`src/rtl/ram_burst_master_if.sv`:
```
// ram_burst_master_if: command, write-data, read-data and RAM-port signals of the burst master
interface ram_burst_master_if #(
  parameter int DATA_ = 8,
  parameter int ADDR_ = 8,
  parameter int LEN_  = 8
);
  logic             cmd_valid;
  logic             cmd_ready;
  logic             cmd_write;
  logic [ADDR_-1:0] cmd_addr;
  logic [LEN_-1:0]  cmd_len;
  logic             wr_valid;
  logic             wr_ready;
  logic [DATA_-1:0] wr_data;
  logic             rd_valid;
  logic             rd_ready;
  logic [DATA_-1:0] rd_data;
  logic             busy;
  logic             done;
  logic             ram_ena;
  logic             ram_we;
  logic [ADDR_-1:0] ram_addr;
  logic [DATA_-1:0] ram_din;
  logic [DATA_-1:0] ram_dout;

  modport master (
    input  cmd_valid, cmd_write, cmd_addr, cmd_len, wr_valid, wr_data, rd_ready, ram_dout,
    output cmd_ready, wr_ready, rd_valid, rd_data, busy, done, ram_ena, ram_we, ram_addr, ram_din
  );

  modport slave (
    output cmd_valid, cmd_write, cmd_addr, cmd_len, wr_valid, wr_data, rd_ready, ram_dout,
    input  cmd_ready, wr_ready, rd_valid, rd_data, busy, done, ram_ena, ram_we, ram_addr, ram_din
  );
endinterface

```
`src/rtl/ram_burst_master.sv`:
```
// ram_burst_master: burst read/write initiator for a single-port combinational-read RAM
module ram_burst_master #(
  parameter int DATA_ = 8,
  parameter int ADDR_ = 8,
  parameter int LEN_  = 8
) (
  input logic                clk,
  input logic                rst_n,
  ram_burst_master_if.master bus
);
  typedef enum logic [1:0] {S_IDLE, S_WR, S_RD, S_FIN} state_t;
  state_t           r_state, w_next;
  logic [ADDR_-1:0] r_addr;
  logic [LEN_-1:0]  r_cnt;
  logic             r_pend;
  logic             r_rd_valid;
  logic             r_rd_last;
  logic [DATA_-1:0] r_rd_data;
  logic             w_wr_acc;
  logic             w_issue;
  logic             w_rd_hs;

  // r_cnt serves as both the write beat counter and the read issue counter;
  // r_pend marks that the final read beat (count 0) has not yet been issued
  assign w_wr_acc = (r_state == S_WR) && bus.wr_valid;
  assign w_issue  = (r_state == S_RD) && r_pend && (!r_rd_valid || bus.rd_ready);
  assign w_rd_hs  = r_rd_valid && bus.rd_ready;

  // state register
  always_ff @(posedge clk or negedge rst_n)
    if (!rst_n) r_state <= S_IDLE;
    else r_state <= w_next;

  // next-state logic
  always_comb begin
    w_next = r_state;
    case (r_state)
      S_IDLE:  if (bus.cmd_valid) w_next = bus.cmd_write ? S_WR : S_RD;
      S_WR:    if (w_wr_acc && r_cnt == '0) w_next = S_FIN;
      S_RD:    if (w_rd_hs && r_rd_last) w_next = S_FIN;
      default: w_next = S_IDLE;
    endcase
  end

  // address, beat counter and registered read-data stage
  always_ff @(posedge clk or negedge rst_n)
    if (!rst_n) begin
      r_addr     <= '0;
      r_cnt      <= '0;
      r_pend     <= 1'b0;
      r_rd_valid <= 1'b0;
      r_rd_last  <= 1'b0;
      r_rd_data  <= '0;
    end else begin
      if (r_state == S_IDLE && bus.cmd_valid) begin
        r_addr <= bus.cmd_addr;
        r_cnt  <= bus.cmd_len;
        r_pend <= !bus.cmd_write;
      end
      if (w_wr_acc || w_issue) begin
        r_addr <= r_addr + 1'b1;
        if (r_cnt != '0) r_cnt <= r_cnt - 1'b1;
      end
      if (w_issue) begin
        r_rd_data <= bus.ram_dout;
        r_rd_last <= (r_cnt == '0);
        r_pend    <= (r_cnt != '0);
      end
      if (w_issue) r_rd_valid <= 1'b1;
      else if (w_rd_hs) r_rd_valid <= 1'b0;
    end

  // channel handshakes and RAM port drive; RAM is touched only on accepted or issued beats
  always_comb begin
    bus.cmd_ready = rst_n && (r_state == S_IDLE);
    bus.wr_ready  = (r_state == S_WR);
    bus.ram_ena   = w_wr_acc || w_issue;
    bus.ram_we    = w_wr_acc;
    bus.ram_addr  = (w_wr_acc || w_issue) ? r_addr : '0;
    bus.ram_din   = (r_state == S_WR) ? bus.wr_data : '0;
    bus.rd_valid  = r_rd_valid;
    bus.rd_data   = r_rd_data;
    bus.busy      = (r_state != S_IDLE);
    bus.done      = (r_state == S_FIN);
  end
endmodule

```
`src/flat_wrapper.sv`:
```
// flat-port wrapper written by rule: the top's interface ports become plain ports
module ram_burst_master_flat 
#(
  parameter int DATA_ = 8,
  parameter int ADDR_ = 8,
  parameter int LEN_  = 8
)
  (clk, rst_n, bus_cmd_valid, bus_cmd_write, bus_cmd_addr, bus_cmd_len, bus_wr_valid, bus_wr_data, bus_rd_ready, bus_ram_dout, bus_cmd_ready, bus_wr_ready, bus_rd_valid, bus_rd_data, bus_busy, bus_done, bus_ram_ena, bus_ram_we, bus_ram_addr, bus_ram_din);
  ram_burst_master_if #(.DATA_(DATA_), .ADDR_(ADDR_), .LEN_(LEN_)) bus_i ();
  input logic clk;
  input logic rst_n;
  input wire logic [$bits(bus_i.cmd_valid)-1:0] bus_cmd_valid;
  input wire logic [$bits(bus_i.cmd_write)-1:0] bus_cmd_write;
  input wire logic [$bits(bus_i.cmd_addr)-1:0] bus_cmd_addr;
  input wire logic [$bits(bus_i.cmd_len)-1:0] bus_cmd_len;
  input wire logic [$bits(bus_i.wr_valid)-1:0] bus_wr_valid;
  input wire logic [$bits(bus_i.wr_data)-1:0] bus_wr_data;
  input wire logic [$bits(bus_i.rd_ready)-1:0] bus_rd_ready;
  input wire logic [$bits(bus_i.ram_dout)-1:0] bus_ram_dout;
  output wire logic [$bits(bus_i.cmd_ready)-1:0] bus_cmd_ready;
  output wire logic [$bits(bus_i.wr_ready)-1:0] bus_wr_ready;
  output wire logic [$bits(bus_i.rd_valid)-1:0] bus_rd_valid;
  output wire logic [$bits(bus_i.rd_data)-1:0] bus_rd_data;
  output wire logic [$bits(bus_i.busy)-1:0] bus_busy;
  output wire logic [$bits(bus_i.done)-1:0] bus_done;
  output wire logic [$bits(bus_i.ram_ena)-1:0] bus_ram_ena;
  output wire logic [$bits(bus_i.ram_we)-1:0] bus_ram_we;
  output wire logic [$bits(bus_i.ram_addr)-1:0] bus_ram_addr;
  output wire logic [$bits(bus_i.ram_din)-1:0] bus_ram_din;
  assign bus_i.cmd_valid = bus_cmd_valid;
  assign bus_i.cmd_write = bus_cmd_write;
  assign bus_i.cmd_addr = bus_cmd_addr;
  assign bus_i.cmd_len = bus_cmd_len;
  assign bus_i.wr_valid = bus_wr_valid;
  assign bus_i.wr_data = bus_wr_data;
  assign bus_i.rd_ready = bus_rd_ready;
  assign bus_i.ram_dout = bus_ram_dout;
  assign bus_cmd_ready = bus_i.cmd_ready;
  assign bus_wr_ready = bus_i.wr_ready;
  assign bus_rd_valid = bus_i.rd_valid;
  assign bus_rd_data = bus_i.rd_data;
  assign bus_busy = bus_i.busy;
  assign bus_done = bus_i.done;
  assign bus_ram_ena = bus_i.ram_ena;
  assign bus_ram_we = bus_i.ram_we;
  assign bus_ram_addr = bus_i.ram_addr;
  assign bus_ram_din = bus_i.ram_din;
  ram_burst_master #(.DATA_(DATA_), .ADDR_(ADDR_), .LEN_(LEN_)) u_core (.clk(clk), .rst_n(rst_n), .bus(bus_i));
endmodule
```
`config.mk`:
```
export PLATFORM = sky130hd
export DESIGN_NAME = ram_burst_master_flat
export DESIGN_NICKNAME = d
export VERILOG_FILES = /design/src/rtl/ram_burst_master_if.sv /design/src/rtl/ram_burst_master.sv /design/src/flat_wrapper.sv
export SDC_FILE = /design/constraint.sdc
export NUM_CORES = 1
export LEC_CHECK = 0
export ABC_CLOCK_PERIOD_IN_PS = 1700
export CAP_MARGIN = 20
export CORE_AREA = 2 2 64 78
export CTS_CLUSTER_DIAMETER = 150
export DETAILED_ROUTE_END_ITERATION = 6
export DIE_AREA = 0 0 66 80
export PLACE_DENSITY = 0.71
export SKIP_CTS_REPAIR_TIMING = 1
export SYNTH_ARGS = -nofsm -noshare
export SYNTH_HDL_FRONTEND = slang
export SYNTH_SLANG_ARGS = --single-unit
```
`constraint.sdc`:
```
create_clock -name clk -period 1.7 [get_ports clk]
set_input_delay 0.17 -clock clk [delete_from_list [all_inputs] [get_ports clk]]
set_output_delay 0.17 -clock clk [all_outputs]
set_load 0.05 [all_outputs]
```
==> results.json <==
{
  "internal_power_mw": 4.04,
  "post_place_setup_slack_ns": -0.172,
  "clock_path_buffers": 2,
  "cp_data_arrival_time_ns": 1.82,
  "post_synth_main_area_contributors": "dfrtp_1 43%, nand2_1 11%, and2_1 7.0%",
  "critical_path.reg2reg.startpoint": "u_core.r_state[1]$_DFFE_PN0P_",
  "r2r_setup_slack_ns": -0.17,
  "layout-drive-gt1-share_pct": 41.2,
  "final_antenna_net_count": 0,
  "synthesized_area_per_cell_sq_um": 8.62,
  "synth.yosys.seq_area_share_pct": 42.5,
  "die_w_um": 66,
  "grt-ovfl-total": 0,
  "yosys.cell_types.count": 30,
  "area.growth.synth_to_final_pct": 94.4,
  "dr.first_iter.drc_count": 97,
  "worstSetupEndpointType": "output port",
  "drt_wl_total_mm": 5.48,
  "grt_max_degree": 30,
  "pwr-share-comb_pct": 72.5,
  "syn_inst": 198,
  "clock_latency_ns": 0.28,
  "place.detailed.hpwl_mm": 3.90,
  "numCtsBuffers": 5,
  "floorplan.io_pins": 69,
  "synthesis.area_sq_um": 1710,
  "failed_checks": "setup timing",
  "ctsRootBufferMaster": "clkbuf_8",
  "total_switching_power_mw": 3.44,
  "finalSetupViolations": 21,
  "timing.final.hold_violations": 0,
  "final_critical_path_setup_slack_ns": -0.291,
  "finalCritPeriodShare_pct": 117,
  "dieHeight_um": 80,
  "dr.pass1.iters": 4,
  "via_count": 1912,
  "holdWs_ns": 0.325,
  "relative_slew_margins_pct": 66.9,
  "maximum_level_of_the_cts_h_tree": 2,
  "wl_per_cell_um": 14.6,
  "antenna_cells": 0,
  "maxClockFrequency_mhz": 502,
  "grt_first_pass_wirelength_mm": 8.51,
  "die_area_sq_um": 5280,
  "mappedNetlistNets": 243,
  "tritoncts": "built",
  "most-common-layout-cells": "45 x clkdlybuf4s50_1, 44 x nand2_1, 44 x buf_4",
  "core-area_sq_um": 4530,
  "first_global_vias": 1867,
  "drt_drc_violations_left": 0,
  "leakage_nw": 1.45,
  "seq_power_share_pct": 17.6,
  "post-synth-top-area-cell": "dfrtp_1",
  "max_slew.worst_pin.slew_ns": 0.495,
  "final_core_util_pct": 73.3,
  "finalClockSkew_ns": 0.00336,
  "final_common_cell": "clkdlybuf4s50_1",
  "num_rows": 27,
  "netSwitchingFraction_pct": 46.0,
  "rsz0062_at_grt": "yes",
  "vias_per_cell": 5.09,
  "finalWorstPathRequiredPeriod_ns": 1.99,
  "synthesis.yosys.warnings": 0,
  "numPortBuffers": 68,
  "worst_setup_path_startpoint": "u_core.r_state[1]$_DFFE_PN0P_",
  "start_kind": "flip-flop",
  "start_util_pct": 37.7,
  "timing_worst_setup_path_type": "reg2out",
  "netlist.area_leader.share_pct": 42.5,
  "grt_antenna_before_repair": 0,
  "final_nets": 362,
  "drv.max_cap_violation_count": 0,
  "ys_seq_elements": 29,
  "ir_drop_v": 0.00125,
  "clock_power_share_pct": 9.9,
  "design_power_total_mw": 7.47,
  "worst-endpoint-required_ns": 1.53,
  "place.gp.congestion": 0.836,
  "run_status": "finished with violations",
  "clkSlewWorstSetupHoldPaths_ns": 0.07,
  "maximum_net_fanout_on_the_critical_path": 8,
  "power_per_cell_area_nw_per_um2": 2250,
  "min-delay-path-class": "in2async",
  "timing.final.max_slew_violations": 0,
  "tritoncts_num_sinks": 29,
  "grt_use_total_pct": 20.9
}
-- logic make-up (layout without fill, tap and decap cells) --
group,Yosys count,count (layout),share of synthesized area (%)
buffers and inverters,14,134,3.30
AND/OR/NAND/NOR,107,107,30.3
multiplexers,3,3,1.76
flip-flops,29,29,42.5
adder cells (fa/ha/maj),7,7,5.13
AO/OA/AOI/OAI,38,38,17.0
-- power groups by stage --
| stage | sequential (mW) | combinational, mW | clock, mW |
|---|---|---|---|
| after global routing | 1.35 | 5.76 | 0.786 |
| after global placement | 1.28 | 4.70 | 0 |
| after detailed placement | 1.30 | 4.80 | 0 |
| after CTS | 1.29 | 4.82 | 0.749 |
| after floorplan | 1.63 | 2.41 | 0 |
| final | 1.31 | 5.42 | 0.738 |
-- critical path, stage by stage, from the launching register on --
cell,delay (ns)
dfrtp_1,0.41
inv_2,0.07
ha_4,0.16
and2_4,0.16
a31oi_4,0.21
inv_4,0.09
buf_6,0.14
and2_4,0.16
buf_12,0.14
-- routing by layer --
metal,global-route usage [%],wire length [um],up-vias
li1,-,-,921
met1,23.6,2060,909
met2,37.4,3040,69
met3,4.80,252,13
met4,8.57,132,0
met5,0,0,-
-- stage by stage --
stage	cell area [sq um]	setup TNS, ns	instances
3_5_place_dp	2980	-2.31	357
4_1_cts	3100	-3.33	365
3_3_place_gp	2980	-1.06	357
6_report	3320	-3.12	376
2_1_floorplan	1770	-1.84	198
5_1_grt	3320	-5.38	376
-- path summary, 6_finish.rpt --
path,endpoint,cells past startpoint
min in group clk,u_core.bus.rd_data[3]$_DFFE_PN0P_,3
setup / recovery,bus_ram_addr[0],8
max in group asynchronous,u_core.r_addr[3]$_DFFE_PN0P_,2
hold reg to reg,u_core.bus.rd_data[0]$_DFFE_PN0P_,2
hold / removal,u_core.r_cnt[1]$_DFF_PN0_,2
setup reg to reg,u_core.r_cnt[4]$_DFF_PN0_,9
-- area by class of cell --
type                       instances  area (sq um)
tap                               58          72.6
sequential                        29           726
fill                             329          1210
multi-input combinational        155          1070
timing repair buffer             117          1290
inverter                           9          40.0
clock inverter                     3          46.3
clock buffer                       5          68.8
-- registers in the layout, indices dropped and copies added, names as in the netlist --
| register | cells |
|---|---|
| u_core.bus.rd_data | 8 |
| u_core.bus.rd_valid | 1 |
| u_core.r_addr | 8 |
| u_core.r_cnt | 8 |
| u_core.r_pend | 1 |
| u_core.r_rd_last | 1 |
| u_core.r_state | 2 |
-- cell usage after synthesis, drive strengths merged --
cell type  instances
inv                9
a211oi             2
clkbuf             2
a21o               1
a221o              2
and4               1
nand2             48
o22ai              2
a31oi              2
dfrtp             29
nor3               7
buf                3
and3               2
and2              19
nor3b              1
o21ai              3
nor4               1
a21oi             16
nand3              8
nand2b             1
nor2              15
mux2i              3
nand4              2
o221a              8
ha                 7
nor2b              2
o31ai              2
No activity file was read; power rests on OpenSTA's default activity.
